===== src/rtl/io_timer_pkg.sv =====
// Shared I/O definitions for the memory-mapped timer:
// register offsets, control/status bit positions and reset constants.
package io_timer_pkg;

   localparam logic [15:0] IO_TIMER_BASE = 16'h1010;

   typedef enum logic [2:0] {
      OFF_CTRL     = 3'd0,
      OFF_PRESCALE = 3'd1,
      OFF_COUNT_L  = 3'd2,
      OFF_COUNT_H  = 3'd3,
      OFF_CMP_L    = 3'd4,
      OFF_CMP_H    = 3'd5,
      OFF_STATUS   = 3'd6
   } io_reg_e;

   localparam int CTRL_EN    = 0;
   localparam int CTRL_IE    = 1;
   localparam int CTRL_AUTO  = 2;
   localparam int STAT_MATCH = 0;

   localparam logic [15:0] CMP_RST = 16'hFFFF;

endpackage


===== src/rtl/io_timer_prescaler.sv =====
// Clock divider for the timer: one-cycle tick every reload+1
// enabled cycles, restarted whenever cleared or disabled.
module io_prescaler (
   input  logic       clk,
   input  logic       rst_n,
   input  logic       en,
   input  logic [7:0] reload,
   input  logic       clr,
   output logic       tick
);

   logic [7:0] cnt_q;
   logic [7:0] cnt_d;

   assign tick = en && (cnt_q == reload);

   always_comb begin
      cnt_d = cnt_q + 8'd1;
      if (!en || clr || tick) begin
         cnt_d = 8'd0;
      end
   end

   always_ff @(posedge clk or negedge rst_n) begin
      if (!rst_n) begin
         cnt_q <= 8'd0;
      end else begin
         cnt_q <= cnt_d;
      end
   end

endmodule


===== src/rtl/io_timer.sv =====
// Memory-mapped 16-bit compare timer with prescaler, shadowed
// count read-back and a level interrupt.
module io_timer
   import io_timer_pkg::*;
#(
   parameter logic [15:0] BASE_ADDR = IO_TIMER_BASE
) (
   input  logic        clk,
   input  logic        rst_n,
   input  logic [15:0] dMemIOAddress,
   input  logic [7:0]  dMemIOIn,
   input  logic        dMemIOWriteEn,
   input  logic        dMemIOReadEn,
   output logic [15:0] dMemIOOut,
   output logic        interrupt_0,
   input  logic        interrupt_0_clr
);

   logic [2:0]  ctrl_q, ctrl_d;
   logic [7:0]  prescale_q, prescale_d;
   logic [15:0] count_q, count_d;
   logic [15:0] cmp_q, cmp_d;
   logic        match_q, match_d;
   logic [7:0]  shadow_q, shadow_d;
   logic [7:0]  rdata_q, rdata_d;

   logic [15:0] off_full;
   logic        hit;
   io_reg_e     sel;
   logic        wr_ctrl, wr_pre, wr_cl, wr_ch;
   logic        wr_ml, wr_mh, wr_st;
   logic        tick;
   logic        match_set;

   // Wrapping subtraction makes addresses below the base fail the range test.
   assign off_full = dMemIOAddress - BASE_ADDR;
   assign hit      = off_full < 16'd7;
   assign sel      = io_reg_e'(off_full[2:0]);

   assign dMemIOOut   = {8'h00, rdata_q};
   assign interrupt_0 = match_q & ctrl_q[CTRL_IE];

   io_prescaler u_prescaler (
      .clk    (clk),
      .rst_n  (rst_n),
      .en     (ctrl_q[CTRL_EN]),
      .reload (prescale_q),
      .clr    (wr_pre),
      .tick   (tick)
   );

   always_comb begin
      wr_ctrl = 1'b0;
      wr_pre  = 1'b0;
      wr_cl   = 1'b0;
      wr_ch   = 1'b0;
      wr_ml   = 1'b0;
      wr_mh   = 1'b0;
      wr_st   = 1'b0;
      if (dMemIOWriteEn && hit) begin
         case (sel)
            OFF_CTRL:     wr_ctrl = 1'b1;
            OFF_PRESCALE: wr_pre  = 1'b1;
            OFF_COUNT_L:  wr_cl   = 1'b1;
            OFF_COUNT_H:  wr_ch   = 1'b1;
            OFF_CMP_L:    wr_ml   = 1'b1;
            OFF_CMP_H:    wr_mh   = 1'b1;
            OFF_STATUS:   wr_st   = 1'b1;
            default:      ;
         endcase
      end
   end

   always_comb begin
      ctrl_d     = ctrl_q;
      prescale_d = prescale_q;
      count_d    = count_q;
      cmp_d      = cmp_q;
      match_d    = match_q;
      match_set  = 1'b0;

      if (tick) begin
         if (count_q == cmp_q) begin
            match_set = 1'b1;
            if (ctrl_q[CTRL_AUTO]) begin
               count_d = 16'h0000;
            end else begin
               ctrl_d[CTRL_EN] = 1'b0;
            end
         end else begin
            count_d = count_q + 16'd1;
         end
      end

      // Bus writes land after the tick update so they take priority per byte.
      if (wr_ctrl) ctrl_d = dMemIOIn[2:0];
      if (wr_pre)  prescale_d = dMemIOIn;
      if (wr_cl)   count_d[7:0] = dMemIOIn;
      if (wr_ch)   count_d[15:8] = dMemIOIn;
      if (wr_ml)   cmp_d[7:0] = dMemIOIn;
      if (wr_mh)   cmp_d[15:8] = dMemIOIn;

      if (interrupt_0_clr || (wr_st && dMemIOIn[STAT_MATCH])) begin
         match_d = 1'b0;
      end
      if (match_set) begin
         match_d = 1'b1;
      end
   end

   always_comb begin
      rdata_d  = 8'h00;
      shadow_d = shadow_q;
      if (dMemIOReadEn && hit) begin
         case (sel)
            OFF_CTRL:     rdata_d = {5'b00000, ctrl_q};
            OFF_PRESCALE: rdata_d = prescale_q;
            OFF_COUNT_L: begin
               rdata_d  = count_q[7:0];
               shadow_d = count_q[15:8];
            end
            OFF_COUNT_H:  rdata_d = shadow_q;
            OFF_CMP_L:    rdata_d = cmp_q[7:0];
            OFF_CMP_H:    rdata_d = cmp_q[15:8];
            OFF_STATUS:   rdata_d = {7'b0000000, match_q};
            default:      rdata_d = 8'h00;
         endcase
      end
   end

   always_ff @(posedge clk or negedge rst_n) begin
      if (!rst_n) begin
         ctrl_q     <= 3'b000;
         prescale_q <= 8'h00;
         count_q    <= 16'h0000;
         cmp_q      <= CMP_RST;
         match_q    <= 1'b0;
         shadow_q   <= 8'h00;
         rdata_q    <= 8'h00;
      end else begin
         ctrl_q     <= ctrl_d;
         prescale_q <= prescale_d;
         count_q    <= count_d;
         cmp_q      <= cmp_d;
         match_q    <= match_d;
         shadow_q   <= shadow_d;
         rdata_q    <= rdata_d;
      end
   end

endmodule


===== config.mk =====
export PLATFORM = sky130hd
export DESIGN_NAME = io_timer
export DESIGN_NICKNAME = d
export VERILOG_FILES = /design/src/rtl/io_timer_pkg.sv /design/src/rtl/io_timer_prescaler.sv /design/src/rtl/io_timer.sv
export SDC_FILE = /design/constraint.sdc
export NUM_CORES = 1
export LEC_CHECK = 0
export CAP_MARGIN = 0
export CELL_PAD_IN_SITES_DETAIL_PLACEMENT = 2
export CELL_PAD_IN_SITES_GLOBAL_PLACEMENT = 2
export CORE_ASPECT_RATIO = 0.5
export CORE_UTILIZATION = 39
export DETAILED_ROUTE_END_ITERATION = 7
export HOLD_SLACK_MARGIN = 0.15
export PLACE_DENSITY = 0.95
export SLEW_MARGIN = 0
export SYNTH_ARGS = -nofsm -noshare
export SYNTH_HDL_FRONTEND = slang
export SYNTH_SLANG_ARGS = --single-unit

===== constraint.sdc =====
create_clock -name clk -period 3.15 [get_ports clk]
set_input_delay 0.4725 -clock clk [delete_from_list [all_inputs] [get_ports clk]]
set_output_delay 0.4725 -clock clk [all_outputs]
set_load 0.01 [all_outputs]

Word level (Yosys, flattened, before mapping)
Index checks and enable logic that the tools add are counted.

storage, ports and cells
  register bits after elaboration = 68

operators by class
  add/sub/neg operators = 3
  magnitude comparators = 1
  equality and inequality tests = 11
  multiplexer cells = 30
  bitwise logic cells = 1
  reduce and logical (&&, ||, !) cells = 18

operator list
  kind                    number
  $pmux 8 s7              1
  $mux 16                 3
  $mux 8                  4
  $mux 1                  22
  $add 16x1->16 const B   1
  $eq 16x16->1            1
  $lt 16x3->1 const B     1
  $sub 16x13->16 const B  1
  $reduce_bool 2->1       5
  $eq 3x3->1 const B      3
  $add 8x1->8 const B     1
  $eq 8x8->1              1
  $eq 3x2->1 const B      2
  $ne 3x3->1 const B      2
  $reduce_and 2->1        3
  $logic_and 1x1->1       4
  $eq 3x1->1 const B      1
  $logic_not 3->1         1
  $logic_or 1x1->1        3
  $reduce_and 3->1        1
  $ne 2x1->1 const B      1
  $and 1x1->1             1
  $logic_not 1->1         1

Depth between registers and ports, before layout
Gate-level depths: netlist of run 1.

  depth in word-level cells = 8
  gate-level depth with buffers = 8

Cells and area by module
From an unflattened synthesis of run 1, not the netlist that was laid out.

unflattened totals
  cell total of the unflattened synthesis = 380
  area, all modules = 3,870.0 sq um

modules (own cells, without submodules)
  module        instances  cells an instance  area each (sq um)
  io_timer      1          334                3,398.3
  io_prescaler  1          46                 471.7

Least setup slack after synthesis of run 1
OpenSTA, ideal clock, no wires.

  path kind = input to register
  start = input dMemIOAddress[15]
  end = register shadow_q[0]
  arrival time = 2,025 ps
  data required time = 3,025 ps
  setup slack = 1,000 ps
  cell stages on the path = 7
  cells stage by stage = and4bb_2 > nand3_2 > or2_1 > buf_6 > or3_1 > buf_6 > mux2_4

between the ends
  word-level cells in the longest chain between the ends = 4

ends and longest elaborated chain
  item                        RTL line         text
  start: declaration          io_timer.sv:10   input logic [15:0] dMemIOAddress,
  $sub 16x13->16              io_timer.sv:36   assign off_full = dMemIOAddress - BASE_ADDR;
  $lt 16x3->1                 io_timer.sv:37   assign hit = off_full < 16'd7;
  $logic_and 1x1->1           io_timer.sv:114  if (dMemIOReadEn && hit) begin
  $reduce_and 2->1 (no line)  n/a
  end signal: assignment      io_timer.sv:146  shadow_q <= shadow_d;
  end: declaration            io_timer.sv:24   logic [7:0] shadow_q, shadow_d;

Every way passes these cells.
A chain may end at the register's enable or synchronous reset.

Final worst setup path of run 1
  start = input dMemIOAddress[5]
  end = register shadow_q[4]

The elaborated chain is that of the path after synthesis.

==> impl_metrics.yaml, run 1 <==
placement:
  place_congestion: 0.867
  placedCellCount: 542
  port_buffers: 37
  postPlaceCellArea_um2: 4450
  place_hpwl_um: 12100
die:
  core_area_um2: 9540
  design.portCount: 46
  die_y_um: 72.6
  dieArea_um2: 10400
  fp.dieW_um: 143
  rows: 25
  start_util: 0.407
setup_path:
  path_max_fanout: 9
  crit_type: "input port to flop"
  ff2ff_setup_slack_ns: 0.54
  arrival_ns: 2.98
  reg2reg_from: "count_q[4]$_DFFE_PN0P_"
  worst_setup_path_end_kind: "flop"
  required_ns: 3.37
  worstSetupStartpointType: "input port"
  r2r-end: "count_q[13]$_DFFE_PN0P_"
  rr_worst_depth: 7
sta:
  rsz0062_at_grt: "no"
  worstMarginPinSlew_ns: 0.896
  skew_ns: 0.00983
  min_period_ns: 2.76
  clock.fmax_mhz: 363
  hold_viol: 0
  finalSetupViolCount: 0
  fin_worst_hold_slack_ns: 0.256
  period_share: 0.876
  setup_tns_ns: 0
  slew_viol_final: 0
  maxSlewHeadroom: 0.403
cts:
  clock_sinks: 68
  cts_tree: "built"
  path_clk_slew_ns: 0.06
  cts.repair.resized: 0
  post_cts_buffers: 0
  root_buffer: "clkbuf_16"
  insertion_delay_ns: 0.35
  hold_buffers: 0
  htreeDepth: 3
  cts_inserted_buffers: 9
  cts_buffer_depth: 2
route:
  drtIter0Drc: 468
  vias: 3725
  routed.top_layer: "met4"
  drt-met1-wl_um: 7770
  vias_per_cell: 6.68
  dr_wl_met2_um: 8710
  drt-total-wl_um: 19300
  avgRoutedWirePerCell_um: 34.5
  drcViolationCount: 0
  dr.pass1.iters: 5
  ant_nets: 0
  dr_wl_met3_um: 1870
grt:
  grt_max_degree: 37
  grt-ovfl-total: 0
  antenna_found_initial: 0
  grt_pass1_wl_um: 28200
  grt_pass1_vias: 4017
  grtUsageTotal: 0.392
layout:
  fin_cells: 558
  n_fill_cell: 918
  final_area_um2: 4770
  area_growth_syn_to_layout_pct: 22.8
  final_cell_mix: "dfrtp_1 (52), clkdlybuf4s50_1 (36), mux2_2 (32), nand2_1 (31), nor2_1 (30)"
  num_antenna_cells: 0
  nNetsFinal: 449
  final_common_cell: "dfrtp_1"
  drive_gt1_frac: 0.239
synthesis:
  async_flop_share: 1.00
  synth_top_cell_area_share: 0.335
  synth-edff-count: 0
  ys_warn_count: 0
  yosysSeqAreaShare: 0.443
  ys.flop_type: "dfrtp_1"
  avgSynthCellArea_um2: 10.5
  yosysTopAreaCell: "dfrtp_1"
  syn_inst: 369
  syn_area_um2: 3880
  ys_seq_elements: 68
  synthTopCellsByArea: "dfrtp_1 (34%), dfstp_2 (11%), mux2_2 (9.3%)"
  synth_cell_types: 54
power:
  powerDensity_nw_per_um2: 451
  peakVddDrop_v: 0.000270
  power.static_leakage_nw: 1.96
worst_hold_path:
  hold_path.class: "input port to async pin"
flow_run:
  maxCapViolCount: 0
status:
  outcome: "finished, final reports clean"
==> metal layers <==
layer / vias up / global-route usage
li1: 1423 / -
met1: 1929 / 0.489
met3: 84 / 0.105
met2: 289 / 0.631
met4: 0 / 0.207
met5: - / 0
==> cell usage after synthesis (5+ instances only) <==
master	count
buf_4	8
o211ai_1	7
dfrtp_1	52
clkbuf_1	5
nand3_1	25
or4_1	6
and3_1	5
nand4_1	13
a21oi_1	7
mux2i_1	8
or3_1	5
nor2_1	30
mux2_2	32
and2_1	6
xnor2_1	10
xor2_1	20
nand2_1	31
mux2_4	8
o21ai_0	5
nor4_1	5
dfstp_2	16
==> cells by family after synthesis <==
group	Yosys count	synth area share
and+or+nand+nor	151	0.211
DFF	68	0.443
muxes	51	0.162
AOI/OAI and AO/OA	39	0.0699
xor gates and xnor gates	30	0.0677
buffers and inverters	27	0.0393
adders and majority gates	2	0.00644
other	1	0.000966
==> sequential cells by signal, summed over array words and instances, names as in the netlist <==
signal,cells
cmp_q,16
count_q,16
prescale_q,8
rdata_q,8
shadow_q,8
u_prescaler.cnt_q,8
ctrl_q,3
match_q,1
==> cell type report <==
cell class              count  area [um^2]  area share
clock buffers              12          246      0.0517
clock inverters             4         72.6      0.0152
inverters                   3         11.3     0.00236
multi-input cells         281         2040       0.427
flip-flops and latches     68         1720       0.361
well taps                 135          169      0.0354
repair buffers             55          513       0.108
==> stage by stage <==
stage / utilization / total power [mW] / setup slack [ns]
floorplan: - / 0.940 / 1.00
global placement: 0.466 / 1.01 / 0.369
detailed placement: 0.466 / 1.02 / 0.181
CTS: 0.500 / 2.15 / 0.471
global route: 0.500 / 2.18 / 0.379
finish: 0.500 / 2.15 / 0.391
==> how the worst max path moves through the flow <==
stage          cells past startpoint  slack (ns)                      end         startpoint
6_report                           6        0.39  shadow_q[4]$_DFFE_PN0P_   dMemIOAddress[5]
2_1_floorplan                      7        1.00  shadow_q[0]$_DFFE_PN0P_  dMemIOAddress[15]
5_1_grt                            6        0.38  shadow_q[4]$_DFFE_PN0P_   dMemIOAddress[5]
3_5_place_dp                       6        0.18  shadow_q[4]$_DFFE_PN0P_   dMemIOAddress[5]
4_1_cts                            6        0.47  shadow_q[4]$_DFFE_PN0P_   dMemIOAddress[5]
3_3_place_gp                       6        0.37  shadow_q[3]$_DFFE_PN0P_  dMemIOAddress[15]
==> worst max-delay path, stage by stage <==
cell and delay [ns]:
clkdlybuf4s50_1 0.47, and4bb_2 0.34, nand3_2 0.15, or2_1 0.45, or3_1 0.68, mux2_4 0.42
==> where the power goes <==
group          leakage (nW)  internal (mW)  switching, mW
Sequential            0.813          0.876        0.00191
Clock                 0.153          0.715          0.417
Combinational         0.997         0.0532         0.0885
Total                  1.96           1.64          0.508
Note: power is estimated with default switching activity, not from simulation.
==> inputs of run 2 (changes only) <==
--- a/config.mk
+++ b/config.mk
@@ -9,10 +9,12 @@
 export CELL_PAD_IN_SITES_DETAIL_PLACEMENT = 2
 export CELL_PAD_IN_SITES_GLOBAL_PLACEMENT = 2
 export CORE_ASPECT_RATIO = 0.5
-export CORE_UTILIZATION = 39
+export CORE_UTILIZATION = 41
+export CTS_BUF_LIST = sky130_fd_sc_hd__clkbuf_4
 export DETAILED_ROUTE_END_ITERATION = 7
 export HOLD_SLACK_MARGIN = 0.15
 export PLACE_DENSITY = 0.95
+export REMOVE_ABC_BUFFERS = 1
 export SLEW_MARGIN = 0
 export SYNTH_ARGS = -nofsm -noshare
 export SYNTH_HDL_FRONTEND = slang
==> run 2 against run 1 <==
  * Flip-flop and latch count unchanged
  * Global-route usage down 1.5 points
  * Clock skew up 0.014 ns
  * Via count down 4.6%
  * Clock power down 38%
  * Critical endpoint is now count_q[0]$_DFFE_PN0P_
==> impl_metrics.yaml, run 2 (synthesis results as in run 1) <==
sta:
  setup_tns_ns: 0
  clock.fmax_mhz: 352
  skew_ns: 0.0237
  min_period_ns: 2.84
  worstMarginPinSlew_ns: 0.635
  finalSetupViolCount: 0
  hold_viol: 0
  maxSlewHeadroom: 0.575
  slew_viol_final: 0
  period_share: 0.902
  rsz0062_at_grt: "no"
cts:
  htreeDepth: 3
  cts.repair.resized: 0
  cts_buffer_depth: 2
  root_buffer: "clkbuf_4"
  path_clk_slew_ns: 0.13
  hold_buffers: 1
  cts_tree: "built"
  cts_inserted_buffers: 9
  insertion_delay_ns: 0.47
  clock_sinks: 68
  post_cts_buffers: 0
grt:
  grt_pass1_wl_um: 26500
  use_met2: 0.585
  grt_max_degree: 33
  antenna_found_initial: 1
  grtUsageTotal: 0.377
  met1_usage: 0.500
  grt-ovfl-total: 0
  busiest_layer: "met2"
  grt_pass1_vias: 3952
  met3_usage: 0.107
setup_path:
  crit_type: "flop to flop"
  cpMostUsedCell: "o21ai_0"
  worstPathCellList: "xor2_1 > nor4_1 > nand4_1 > buf_4 > o21ai_0 > mux2i_1 > o21ai_0"
  path_buf_inv: 1
  critPathLaunch: "count_q[8]$_DFFE_PN0P_"
  path_max_fanout: 14
  worst_setup_path_end_kind: "flop"
  worstSetupStartpointType: "flop"
  reg2reg_from: "count_q[8]$_DFFE_PN0P_"
  crit_family: "simple AND/OR/NAND/NOR gates"
  required_ns: 3.52
  arrival_ns: 3.21
  crit_slowest_cell: "dfrtp_1"
  cpPeakStageDelay_ns: 0.62
die:
  dieArea_um2: 9890
  rows: 24
  die_y_um: 70.8
  start_util: 0.434
  design.portCount: 46
  fp.dieW_um: 140
  core_area_um2: 8950
layout:
  regArea_um2: 1720
  final_area_um2: 4530
  drive_gt1_frac: 0.228
  final_cell_mix: "dfrtp_1 (52), clkdlybuf4s50_1 (36), mux2_2 (32), nand2_1 (31), nor2_1 (30)"
  n_fill_cell: 909
  final_common_cell: "dfrtp_1"
  area_growth_syn_to_layout_pct: 16.8
  fin_util: 0.507
  reg.largest.list: "cmp_q x16, count_q x16"
  nNetsFinal: 443
  multi_input_area_um2: 2040
power:
  peakVddDrop_v: 0.000159
  power_mw: 1.72
  power.static_leakage_nw: 1.86
  powerDensity_nw_per_um2: 378
placement:
  place_hpwl_um: 11600
  port_buffers: 37
  place_congestion: 0.899
  postPlaceCellArea_um2: 4360
route:
  drtIter0Drc: 476
  avgRoutedWirePerCell_um: 32.3
  dr.pass1.iters: 5
  vias_per_cell: 6.64
  ant_nets: 0
  drt-total-wl_um: 17300
  drcViolationCount: 0
  vias: 3552
worst_hold_path:
  hold_path.class: "input port to async pin"
flow_run:
  maxCapViolCount: 0
status:
  outcome: "finished, final reports clean"
## run 2: final timing paths
check | cells after the start | end | slack (ns)
worst max-delay path | 7 | count_q[0]$_DFFE_PN0P_ | 0.31
min in group clk | 1 | shadow_q[5]$_DFFE_PN0P_ | 0.55
max in group asynchronous | 3 | cmp_q[5]$_DFFE_PN1P_ | 1.90
worst max register to register | 7 | count_q[0]$_DFFE_PN0P_ | 0.31
worst min-delay path | 2 | count_q[3]$_DFFE_PN0P_ | 0.42
worst min register to register | 1 | shadow_q[5]$_DFFE_PN0P_ | 0.55
## run 2: power by group
group	switching, mW	internal [mW]	leakage, nW	total (mW)
Sequential	0.00234	0.875	0.813	0.877
Clock	0.367	0.336	0.0845	0.703
Combinational	0.0834	0.0526	0.967	0.136
## run 2: stage by stage
stage               hold WS [ns]  setup WS [ns]  instances
global placement           0.374          0.397        517
CTS                        0.419          0.337        534
global route               0.439          0.272        535
floorplan                  0.177          0.922        352
finish                     0.423          0.307        535
detailed placement         0.394          0.160        517
## run 2: cell type report
cell class              instances  share of cell area
inverters                       3             0.00248
well taps                     117              0.0323
clock buffers                  11              0.0182
multi-input cells             281               0.449
flip-flops and latches         68               0.380
clock inverters                 5              0.0168
repair buffers                 49               0.101
diodes                          1            0.000552
## run 2: worst register-to-register path, cell delays in order, from the launching register on
cell,delay (ns)
dfrtp_1,0.62
xor2_1,0.19
nor4_1,0.60
nand4_1,0.19
buf_4,0.25
o21ai_0,0.44
mux2i_1,0.17
o21ai_0,0.27
## run 2: per-layer routing
| metal | vias to the layer above | part of all wire |
|---|---|---|
| li1 | 1418 | - |
| met2 | 223 | 0.45 |
| met4 | 0 | 0.040 |
| met1 | 1846 | 0.42 |
| met5 | - | 0 |
| met3 | 65 | 0.090 |
